[config.mk]
export PLATFORM = sky130hd
export DESIGN_NAME = inst_encoder
export DESIGN_NICKNAME = d
export VERILOG_FILES = /design/src/rtl/inst_encoder.sv
export SDC_FILE = /design/constraint.sdc
export NUM_CORES = 1
export LEC_CHECK = 0
export CAP_MARGIN = 20
export CORE_MARGIN = 2
export CORE_UTILIZATION = 40
export DETAILED_ROUTE_END_ITERATION = 16
export PLACE_DENSITY = 0.68
export SETUP_SLACK_MARGIN = 0.05
export SYNTH_ARGS = -nofsm -noshare
export SYNTH_HDL_FRONTEND = slang
export SYNTH_SLANG_ARGS = --single-unit
[constraint.sdc]
create_clock -name clk -period 2.2 [get_ports clk]
set_input_delay 0.33 -clock clk [delete_from_list [all_inputs] [get_ports clk]]
set_output_delay 0.33 -clock clk [all_outputs]
set_load 0.05 [all_outputs]
[src/rtl/inst_encoder.sv]
// inst_encoder: packs decoded instruction fields back into a 32-bit RV32 word.
// Used in the debug/difftest path so the monitor can inject instructions
// (ebreak stubs, CSR pokes) into the IFU instruction stream.
//
// Ports:
//   clk, rst_n            clock, asynchronous active-low reset
//   in_valid / in_ready   field bundle handshake (in_ready is registered)
//   fmt                   000 I, 001 U, 010 S, 011 B, 100 J, 101 R, 11x illegal
//   opcode, funct3, funct7, rd, rs1, rs2, imm   decoded fields
//   out_valid / out_ready encoded word handshake
//   inst, err             encoded word; err flags an unrepresentable immediate
//                         or an illegal fmt (qualified by out_valid)
//   cnt_ok, cnt_err       saturating counts of emitted words by err value
module inst_encoder #(
  parameter int CNT_W = 16
) (
  input  logic             clk,
  input  logic             rst_n,
  input  logic             in_valid,
  output logic             in_ready,
  input  logic [2:0]       fmt,
  input  logic [6:0]       opcode,
  input  logic [2:0]       funct3,
  input  logic [6:0]       funct7,
  input  logic [4:0]       rd,
  input  logic [4:0]       rs1,
  input  logic [4:0]       rs2,
  input  logic [31:0]      imm,
  output logic             out_valid,
  input  logic             out_ready,
  output logic [31:0]      inst,
  output logic             err,
  output logic [CNT_W-1:0] cnt_ok,
  output logic [CNT_W-1:0] cnt_err
);

  logic [31:0] enc_inst;
  logic        enc_err;
  logic        i_ok, u_ok, b_ok, j_ok;

  // An immediate fits when every bit above the field's sign bit copies it.
  assign i_ok = (&imm[31:11]) | ~(|imm[31:11]);
  assign u_ok = ~(|imm[11:0]);
  assign b_ok = ((&imm[31:12]) | ~(|imm[31:12])) & ~imm[0];
  assign j_ok = ((&imm[31:20]) | ~(|imm[31:20])) & ~imm[0];

  always_comb begin
    enc_inst = 32'h0;
    enc_err  = 1'b0;
    case (fmt)
      3'b000: begin
        enc_inst = {imm[11:0], rs1, funct3, rd, opcode};
        enc_err  = ~i_ok;
      end
      3'b001: begin
        enc_inst = {imm[31:12], rd, opcode};
        enc_err  = ~u_ok;
      end
      3'b010: begin
        enc_inst = {imm[11:5], rs2, rs1, funct3, imm[4:0], opcode};
        enc_err  = ~i_ok;
      end
      3'b011: begin
        enc_inst = {imm[12], imm[10:5], rs2, rs1, funct3, imm[4:1], imm[11], opcode};
        enc_err  = ~b_ok;
      end
      3'b100: begin
        enc_inst = {imm[20], imm[10:1], imm[11], imm[19:12], rd, opcode};
        enc_err  = ~j_ok;
      end
      3'b101: begin
        enc_inst = {funct7, rs2, rs1, funct3, rd, opcode};
        enc_err  = 1'b0;
      end
      default: begin
        enc_inst = 32'h0;
        enc_err  = 1'b1;
      end
    endcase
  end

  // Output register plus one skid entry. The skid only fills when a bundle is
  // accepted while the output register holds a word that is not draining.
  logic        skid_valid, skid_next;
  logic [31:0] skid_inst;
  logic        skid_err;
  logic        accept, emit, out_free;

  assign accept   = in_valid && in_ready;
  assign emit     = out_valid && out_ready;
  assign out_free = !out_valid || emit;

  always_comb begin
    skid_next = skid_valid;
    if (skid_valid) begin
      skid_next = !out_free;
    end else if (accept && !out_free) begin
      skid_next = 1'b1;
    end
  end

  always_ff @(posedge clk or negedge rst_n) begin
    if (!rst_n) begin
      out_valid  <= 1'b0;
      inst       <= 32'h0;
      err        <= 1'b0;
      skid_valid <= 1'b0;
      skid_inst  <= 32'h0;
      skid_err   <= 1'b0;
      in_ready   <= 1'b1;
    end else begin
      if (out_free) begin
        if (skid_valid) begin
          inst      <= skid_inst;
          err       <= skid_err;
          out_valid <= 1'b1;
        end else if (accept) begin
          inst      <= enc_inst;
          err       <= enc_err;
          out_valid <= 1'b1;
        end else begin
          out_valid <= 1'b0;
        end
      end else if (accept) begin
        skid_inst <= enc_inst;
        skid_err  <= enc_err;
      end
      skid_valid <= skid_next;
      // Registered ready: drops as soon as the skid holds a word so no third
      // bundle can ever be accepted.
      in_ready   <= !skid_next;
    end
  end

  always_ff @(posedge clk or negedge rst_n) begin
    if (!rst_n) begin
      cnt_ok  <= '0;
      cnt_err <= '0;
    end else if (emit) begin
      if (err) begin
        if (cnt_err != {CNT_W{1'b1}}) cnt_err <= cnt_err + CNT_W'(1);
      end else begin
        if (cnt_ok != {CNT_W{1'b1}}) cnt_ok <= cnt_ok + CNT_W'(1);
      end
    end
  end

endmodule

# --- Word-level counts from Yosys, hierarchy flattened ---
# Cells that the tools add are included.
totals:
  inputBits: 71
  latchBits: 0
  word_cells: 63
  mem_bits_ro: 0
  memories: 0
  ram_bits: 0
  ff_bits: 101
  out_inout_bits: 67
op_classes:
  n_div: 0
  n_eq_ne: 7
  n_addsub: 2
  mux: 10
  shift: 0
  n_bitwise: 14
  multipliers: 0
  reduce_logical: 21
  order_cmp: 0
op_table:
  columns: ["op", "count"]
  rows:
  - ["one-hot mux 32 bit (6 select lines)", 1]
  - ["2-to-1 mux 32 bit", 2]
  - ["adder 16 x 1 -> 16 bit (second input constant)", 2]
  - ["!= test 16 bit (second input constant)", 2]
  - ["OR reduction 12 bit", 2]
  - ["AND reduction 21 bit", 1]
  - ["OR reduction 21 bit", 1]
  - ["AND reduction 20 bit", 1]
  - ["OR reduction 20 bit", 1]
  - ["AND reduction 12 bit", 1]
  - ["inverter 1 bit", 9]
  - ["== test 3 x 2 -> 1 bit (second input constant)", 2]
  - ["== test 3 bit (second input constant)", 2]
  - ["2-to-1 mux 1 bit", 6]
  - ["AND reduction 3 bit", 2]
  - ["one-hot mux 1 bit (5 select lines)", 1]
  - ["AND reduction 2 bit", 2]
  - ["== test 3 x 1 -> 1 bit (second input constant)", 1]
  - ["logical AND 1 bit", 3]
  - ["zero test 1 bit", 3]
  - ["zero test 3 bit", 1]
  - ["bitwise OR 1 bit", 3]
  - ["bitwise AND 1 bit", 2]
  - ["nonzero test 2 bit", 1]
  - ["2 further kinds", 2]

# --- Depth between registers and ports, before layout ---
# Gate-level depths: netlist (run 1).
depth:
  word_depth: 8
  depth_mapped: 7
  mapped_depth_nobuf: 6

# --- Least setup slack after synthesis (run 1) ---
# Ideal clock, no wire load.
synth_timing:
  path_type: "register to register"
  start: "register cnt_err[0]"
  end: "register cnt_err[12]"
  setup_time_ps: 125
  period_less_slack_ps: 2213
  path_buffers: 0
  path_stages_with_launch: 6
  arrival_ps: 2089
  slack_ps: -13
  required_time_ps: 2075
  path_cell_list: "dfrtp_1 ha_1 nand2_2 or4_4 nor3_1 mux2_2"
synth_via:
  elab_chain_len: 2
  word_cells_on_any_way: 3
  cone_classes: "1 x add/sub; 1 x eq/ne; 1 x reduce/logical"
synth_lines:
  columns: ["item", "line_no", "text"]
  rows:
  - ["from (decl)", "34", "output logic [CNT_W-1:0] cnt_err"]
  - ["from (signal assigned)", "141", "if (cnt_err != {CNT_W{1'b1}}) cnt_err <= cnt_err + CNT_W'(1);"]
  - ["branches (longest 2 deep; another with adder 16 x 1 -> 16 bit)", null, null]
# Parallel ways; which one is timed is not known.
# A chain may end at the register's enable or synchronous reset.

# --- Final worst setup path (run 1) ---
layout_timing:
  start: "register in_ready"
  end: "output in_ready"
layout_rtl:
  columns: ["item", "line_no", "text"]
  rows:
  - ["from (decl)", "20", "output logic in_ready,"]
  - ["from (signal assigned)", "131", "in_ready <= !skid_next;"]
# No word-level cell between the ends.

==> results of run 1 <==
[flip-flops by register name, indices dropped and copies added (netlist names)]
signal,count
err,1
inst,32
cnt_ok,16
in_ready,1
out_valid,1
skid_inst,32
cnt_err,16
skid_err,1
skid_valid,1
[cell type report]
class,instances,area [um2]
clock buffers,10,239
clock inverters,6,62.6
fillers,1138,5490
inverters,5,18.8
multi-input cells,420,2530
flip-flops and latches,101,2530
well taps,172,215
repair buffers,158,1580
[through the flow]
step | util (%) | setup WS, ns
CTS | 56.6 | 0.112
global route | 56.6 | 0.0874
finish | 56.6 | 0.124
detailed placement | 54.2 | -0.0768
floorplan | - | 0.152
global placement | 54.1 | -0.247
[worst paths after layout]
kind / slack [ns] / depth (start not counted) / end / from
max: 0.12 / 1 / in_ready / in_ready$_DFF_PN1_
min: 0.48 / 2 / inst[9]$_DFFE_PN0P_ / inst[9]$_DFFE_PN0P_
max reg2reg: 0.23 / 5 / cnt_err[12]$_DFFE_PN0P_ / cnt_err[0]$_DFFE_PN0P_
min reg2reg: 0.48 / 2 / inst[9]$_DFFE_PN0P_ / inst[9]$_DFFE_PN0P_
max in group asynchronous: 1.15 / 3 / cnt_err[1]$_DFFE_PN0P_ / rst_n
min in group asynchronous: 0.49 / 2 / cnt_err[3]$_DFFE_PN0P_ / rst_n
[power breakdown]
group          internal [W]  total (W)  switching, W
logic              0.000945    0.00257       0.00162
clock network      0.000909    0.00162      0.000707
registers           0.00228    0.00260      0.000319
[per-layer routing]
| layer | vias to the layer above | GRT usage [%] | wire, um |
|---|---|---|---|
| met5 | - | 0 | 0 |
| met3 | 14 | 4.07 | 912 |
| met4 | 0 | 6.70 | 187 |
| li1 | 2255 | - | - |
| met2 | 180 | 30.3 | 6090 |
| met1 | 2172 | 28.7 | 6290 |
[layout by cell type (no fill, tap or decap), types with 14 or more instances in the layout]
master,synthesis,routed
clkdlybuf4s50_1,0,136
dfrtp_1,100,97
nand2_1,89,88
o21ai_0,58,58
nor2_1,42,42
a21oi_1,33,33
mux2_2,24,24
xnor2_1,19,19
a211oi_1,19,19
buf_4,1,17
nor2b_1,15,15
nand3_1,16,15
a22oi_1,14,14
[tightest hold or removal path, stage by stage (launching register included)]
cell,delay (ns)
dfrtp_1,0.34
nand2_1,0.04
o21ai_0,0.06
[kinds of logic (layout without fill, tap and decap cells)]
| kind of cell | Yosys count | after routing | share of synthesized area [%] |
|---|---|---|---|
| XOR/XNOR | 26 | 26 | 4.38 |
| adder cells (fa/ha/maj) | 2 | 2 | 0.481 |
| AND/OR/NAND/NOR | 208 | 208 | 18.6 |
| buffers and inverters | 37 | 179 | 2.96 |
| flip-flops | 101 | 101 | 48.6 |
| multiplexers | 38 | 38 | 8.12 |
| AO/OA/AOI/OAI | 146 | 146 | 16.9 |
[what timing repair did]
item / CTS / global route
setup endpoints to repair: 0 / 0
hold buffers: 1 / 0
buffers inserted: 0 / 0
hold endpoints to repair: 34 / 0
==> flow_summary.yaml, run 1 <==
hold_path:
  hold_path.class: "flip-flop to flip-flop"
floorplanning:
  rows: 41
  start_util_pct: 41.1
  die-area_um2: 13900
  fp.dieW_um: 118
  ios: 138
  core_area_um2: 12700
  dieHeight_um: 118
worst_setup_path:
  crit_required_ns: 1.87
  cp.arrival_ns: 1.75
  path_buf_inv: 1
  worstSetupPathType: "flip-flop to output pin"
  cp-start-kind: "flip-flop"
  cp_max_fo: 5
  crit_family: "buffers and inverters"
  end_kind: "output pin"
  critPathMaxStageDelay_ns: 0.83
  path_cells: "clkdlybuf4s50_1"
  crit_slowest_cell: "clkdlybuf4s50_1"
logic_synthesis:
  yosysTopAreaCell: "dfrtp_1"
  synth_cells: 558
  yosysWarningCount: 0
  synth.cell_area_um2: 5200
  synth_top_cell_area_share_pct: 48.1
  ys_types: 47
  syn_nets: 631
  ys_seq_area_share_pct: 48.6
  synth.top_cells.by_count: "dfrtp_1 (100), nand2_1 (89), o21ai_0 (58), nor2_1 (42), a21oi_1 (33)"
  synth.most_common_cell: "dfrtp_1"
  synth.ff_latch_count: 101
  ys.flop_type: "dfrtp_1"
  synthTopCellsByArea: "dfrtp_1 (48%), nand2_1 (6.4%), o21ai_0 (5.6%)"
  synth-edff-count: 0
  avgSynthCellArea_um2: 9.33
  synthArstFlopShare_pct: 100
timing:
  setup_viol: 0
  drv_slew: 0
  period_share_pct: 94.4
  fin_hold_ws_ns: 0.480
  worst_pin_slew_ns: 0.711
  fin_skew_ns: 0.00618
  fmax_ghz: 0.482
  fin_crit_ns: 2.08
  finalHoldViolCount: 0
  setup_tns_ns: 0
  rsz0062_at_grt: "no"
  relSlewSlack_pct: 52.0
clocking:
  h-tree-depth: 3
  cts_buffer_depth: 2
  clk_latency_ns: 0.35
  cts_inserted_buffers: 9
  cts.sinks: 101
  cts_resized: 0
  cts_tree: "yes"
  clk_pin_slew_worst_paths_ns: 0.07
  root_buffer: "clkbuf_16"
global_route:
  grt_pass1_vias: 4485
  antenna_found_initial: 0
  grt_use_total_pct: 20.1
  grt_pass1_wl_um: 22700
  grt_start_max_net_pins: 65
  grt_overflow_total: 0
layout:
  drive_above_1_share_pct: 11.0
  syn_to_final_growth_pct: 37.9
  fin_area_um2: 7180
  stdcell_count: 872
  nets: 768
  antenna-diode-count: 0
run_status:
  outcome: "completed"
placement:
  place_inst: 855
  place.gp.congestion: 0.896
  place.port_buffers: 137
  place_hpwl_um: 9990
  placed_cell_area_um2: 6870
power:
  p_leak_nw: 2.98
  ir_drop_v: 0.000447
  finalPower_w: 0.00678
  powerDensity_nw_per_um2: 945
routing:
  drt_first_pass_iters: 5
  viasPerCell: 5.30
  vias: 4621
  wl_per_cell_um: 15.5
  drt-initial-drc-count: 304
  drc_errors: 0
  ant_nets: 0
  wl_um: 13500
flow_run:
  cap_violations: 0
Note: power is estimated with default switching activity, not from simulation.
==> run 2: changes to the inputs <==
Settings changed: ABC_AREA set to 1.
Clock period 2.2 ns to 2.41 ns, I/O delays scaled along.
==> run 2 against run 1 <==
  * Global-route usage grew 1.5 points
  * Cell area decreased by 1.3%
  * Synthesized cell count rose by 22%
  * Register-to-register slack gained 0.33 ns
==> flow_summary.yaml, run 2 <==
routing:
  wl_um: 14600
  drc_errors: 0
  wl_per_cell_um: 14.7
  drt_first_pass_iters: 5
  vias: 5062
  drt-initial-drc-count: 355
  ant_nets: 0
  viasPerCell: 5.09
logic_synthesis:
  synth.most_common_cell: "nand2_1"
  syn_nets: 756
  yosysTopAreaCell: "dfrtp_1"
  synth.top_cells.by_count: "nand2_1 (197), dfrtp_1 (100), nor2_1 (78), a21oi_1 (58), inv_1 (56)"
  synthArstFlopShare_pct: 100
  synth_top_cell_area_share_pct: 48.0
  synth_cells: 683
  synthTopCellsByArea: "dfrtp_1 (48%), nand2_1 (14%), nor2_1 (5.6%)"
  synth.ff_latch_count: 101
  synth-edff-count: 0
  ys_types: 31
  avgSynthCellArea_um2: 7.63
  synth.cell_area_um2: 5210
  yosysWarningCount: 0
  ys_seq_area_share_pct: 48.5
  ys.flop_type: "dfrtp_1"
clocking:
  cts_buffer_depth: 2
  cts_inserted_buffers: 9
  cts_resized: 0
  clk_latency_ns: 0.35
  root_buffer: "clkbuf_16"
  h-tree-depth: 3
  clk_pin_slew_worst_paths_ns: 0.07
  cts.sinks: 101
  cts_tree: "yes"
timing:
  setup_viol: 0
  fin_skew_ns: 0.00793
  drv_slew: 0
  period_share_pct: 85.9
  worst_pin_slew_ns: 0.802
  finalHoldViolCount: 0
  fin_hold_ws_ns: 0.463
  rsz0062_at_grt: "no"
  fmax_ghz: 0.483
  fin_crit_ns: 2.07
  relSlewSlack_pct: 46.5
  setup_tns_ns: 0
floorplanning:
  die-area_um2: 14000
  fp.dieW_um: 118
  rows: 41
  ios: 138
  start_util_pct: 41.1
  dieHeight_um: 118
  core_area_um2: 12700
power:
  powerDensity_nw_per_um2: 859
  clkPwrFrac_pct: 22.8
  combinationalPowerShare_pct: 38.6
  p_leak_nw: 3.32
  seqPwrFrac_pct: 38.6
  p_sw_share_pct: 40.2
  cell_internal_pwr_w: 0.00364
  power_switching_w: 0.00244
  ir_drop_v: 0.000511
worst_setup_path:
  path_cells: "clkdlybuf4s50_1"
  path_buf_inv: 1
  reg2reg_depth: 8
  r2r-end: "cnt_ok[11]$_DFFE_PN0P_"
  cp-startpoint: "in_ready$_DFF_PN1_"
  cp-start-kind: "flip-flop"
  crit_required_ns: 2.05
  end_kind: "output pin"
  critPathMaxStageDelay_ns: 0.81
  worstSetupPathType: "flip-flop to output pin"
  cp_max_fo: 3
  reg2reg_setup_slack_ns: 0.56
  reg2reg_from: "cnt_ok[0]$_DFFE_PN0P_"
  cp.arrival_ns: 1.71
  crit_family: "buffers and inverters"
  crit_slowest_cell: "clkdlybuf4s50_1"
flow_run:
  cap_violations: 0
run_status:
  outcome: "completed"
placement:
  place.gp.congestion: 0.919
  place_hpwl_um: 11000
  place.port_buffers: 137
layout:
  drive_above_1_share_pct: 4.98
  layout_commonest_cell: "nand2_1"
  antenna-diode-count: 0
  reg_top3: "inst (32), skid_inst (32)"
  nets: 892
  final_cell_mix: "nand2_1 (197), clkdlybuf4s50_1 (136), dfrtp_1 (100), nor2_1 (78), a21oi_1 (58)"
  syn_to_final_growth_pct: 36.0
global_route:
  grt_use_total_pct: 21.6
  grt_pass1_wl_um: 24300
  antenna_found_initial: 0
  grt_pass1_vias: 4980
  grt_start_max_net_pins: 57
  grt_overflow_total: 0
hold_path:
  hold_path.class: "input port to async pin"
==> run 2: changes by cell type in the layout (fill, tap and decap cells not counted), sizes merged, moves of 13 or more <==
| cell | before | now |
|---|---|---|
| mux2i | 13 | 0 |
| xor2 | 7 | 21 |
| nand3 | 16 | 49 |
| inv | 5 | 61 |
| a211oi | 19 | 0 |
| mux2 | 24 | 0 |
| nand2 | 90 | 202 |
| a21oi | 34 | 58 |
| nor2 | 43 | 82 |
| o21ai | 58 | 41 |
| nor2b | 15 | 0 |
==> run 2: worst max path at each step <==
stage / end / cells past startpoint / slack, ns
after floorplan: cnt_ok[14]$_DFFE_PN0P_ / 9 / 0.51
after global placement: err$_DFFE_PN0P_ / 10 / 0.35
after detailed placement: inst[14]$_DFFE_PN0P_ / 8 / 0.29
after CTS: in_ready / 1 / 0.33
after global routing: in_ready / 1 / 0.30
final: in_ready / 1 / 0.34
==> run 2: power by group through the flow <==
stage	clock network, W	logic, W	registers [W]
2_1_floorplan	0	0.000633	0.00319
3_3_place_gp	0	0.00233	0.00237
3_5_place_dp	0	0.00235	0.00238
4_1_cts	0.00142	0.00236	0.00235
5_1_grt	0.00148	0.00252	0.00241
6_report	0.00139	0.00235	0.00235
==> run 2: logic make-up (layout without fill, tap and decap cells) <==
group,after synthesis,count (layout),synth area share [%]
fa+ha+maj,2,2,0.480
buf+inv,82,222,6.20
simple gates,357,357,28.4
flops,101,101,48.5
xor+xnor,29,29,4.88
compound gates,112,112,11.6
==> run 2: routing by layer <==
metal | track usage, % | wire, um
met5 | 0 | 0
met4 | 8.06 | 399
met3 | 4.17 | 882
met2 | 35.5 | 6860
met1 | 28.2 | 6490
==> run 2: timing repair <==
| action | in CTS | in global routing |
|---|---|---|
| hold endpoints to repair | 25 | 0 |
| hold buffers | 1 | 0 |
| setup buffers | 0 | 0 |
==> run 2: layout make-up <==
class | instances | area, um2
clock buffer | 11 | 253
clock inverter | 4 | 31.3
fill | 1203 | 5590
inverter | 60 | 225
multi-input combinational | 500 | 2360
sequential | 101 | 2530
tap | 172 | 215
timing repair buffer | 147 | 1470
==> run 2: per-stage QoR <==
stage                     cells  utilization [%]  power, W  instance area [um2]  setup WS, ns
final                       995             55.9   0.00609                 7080         0.339
after global routing        995             55.9   0.00641                 7080         0.304
after CTS                   995             55.9   0.00614                 7080         0.325
after detailed placement    979             53.6   0.00474                 6790         0.286
after global placement      979             53.6   0.00470                 6790         0.349
after floorplan             683                -   0.00383                 5210         0.511
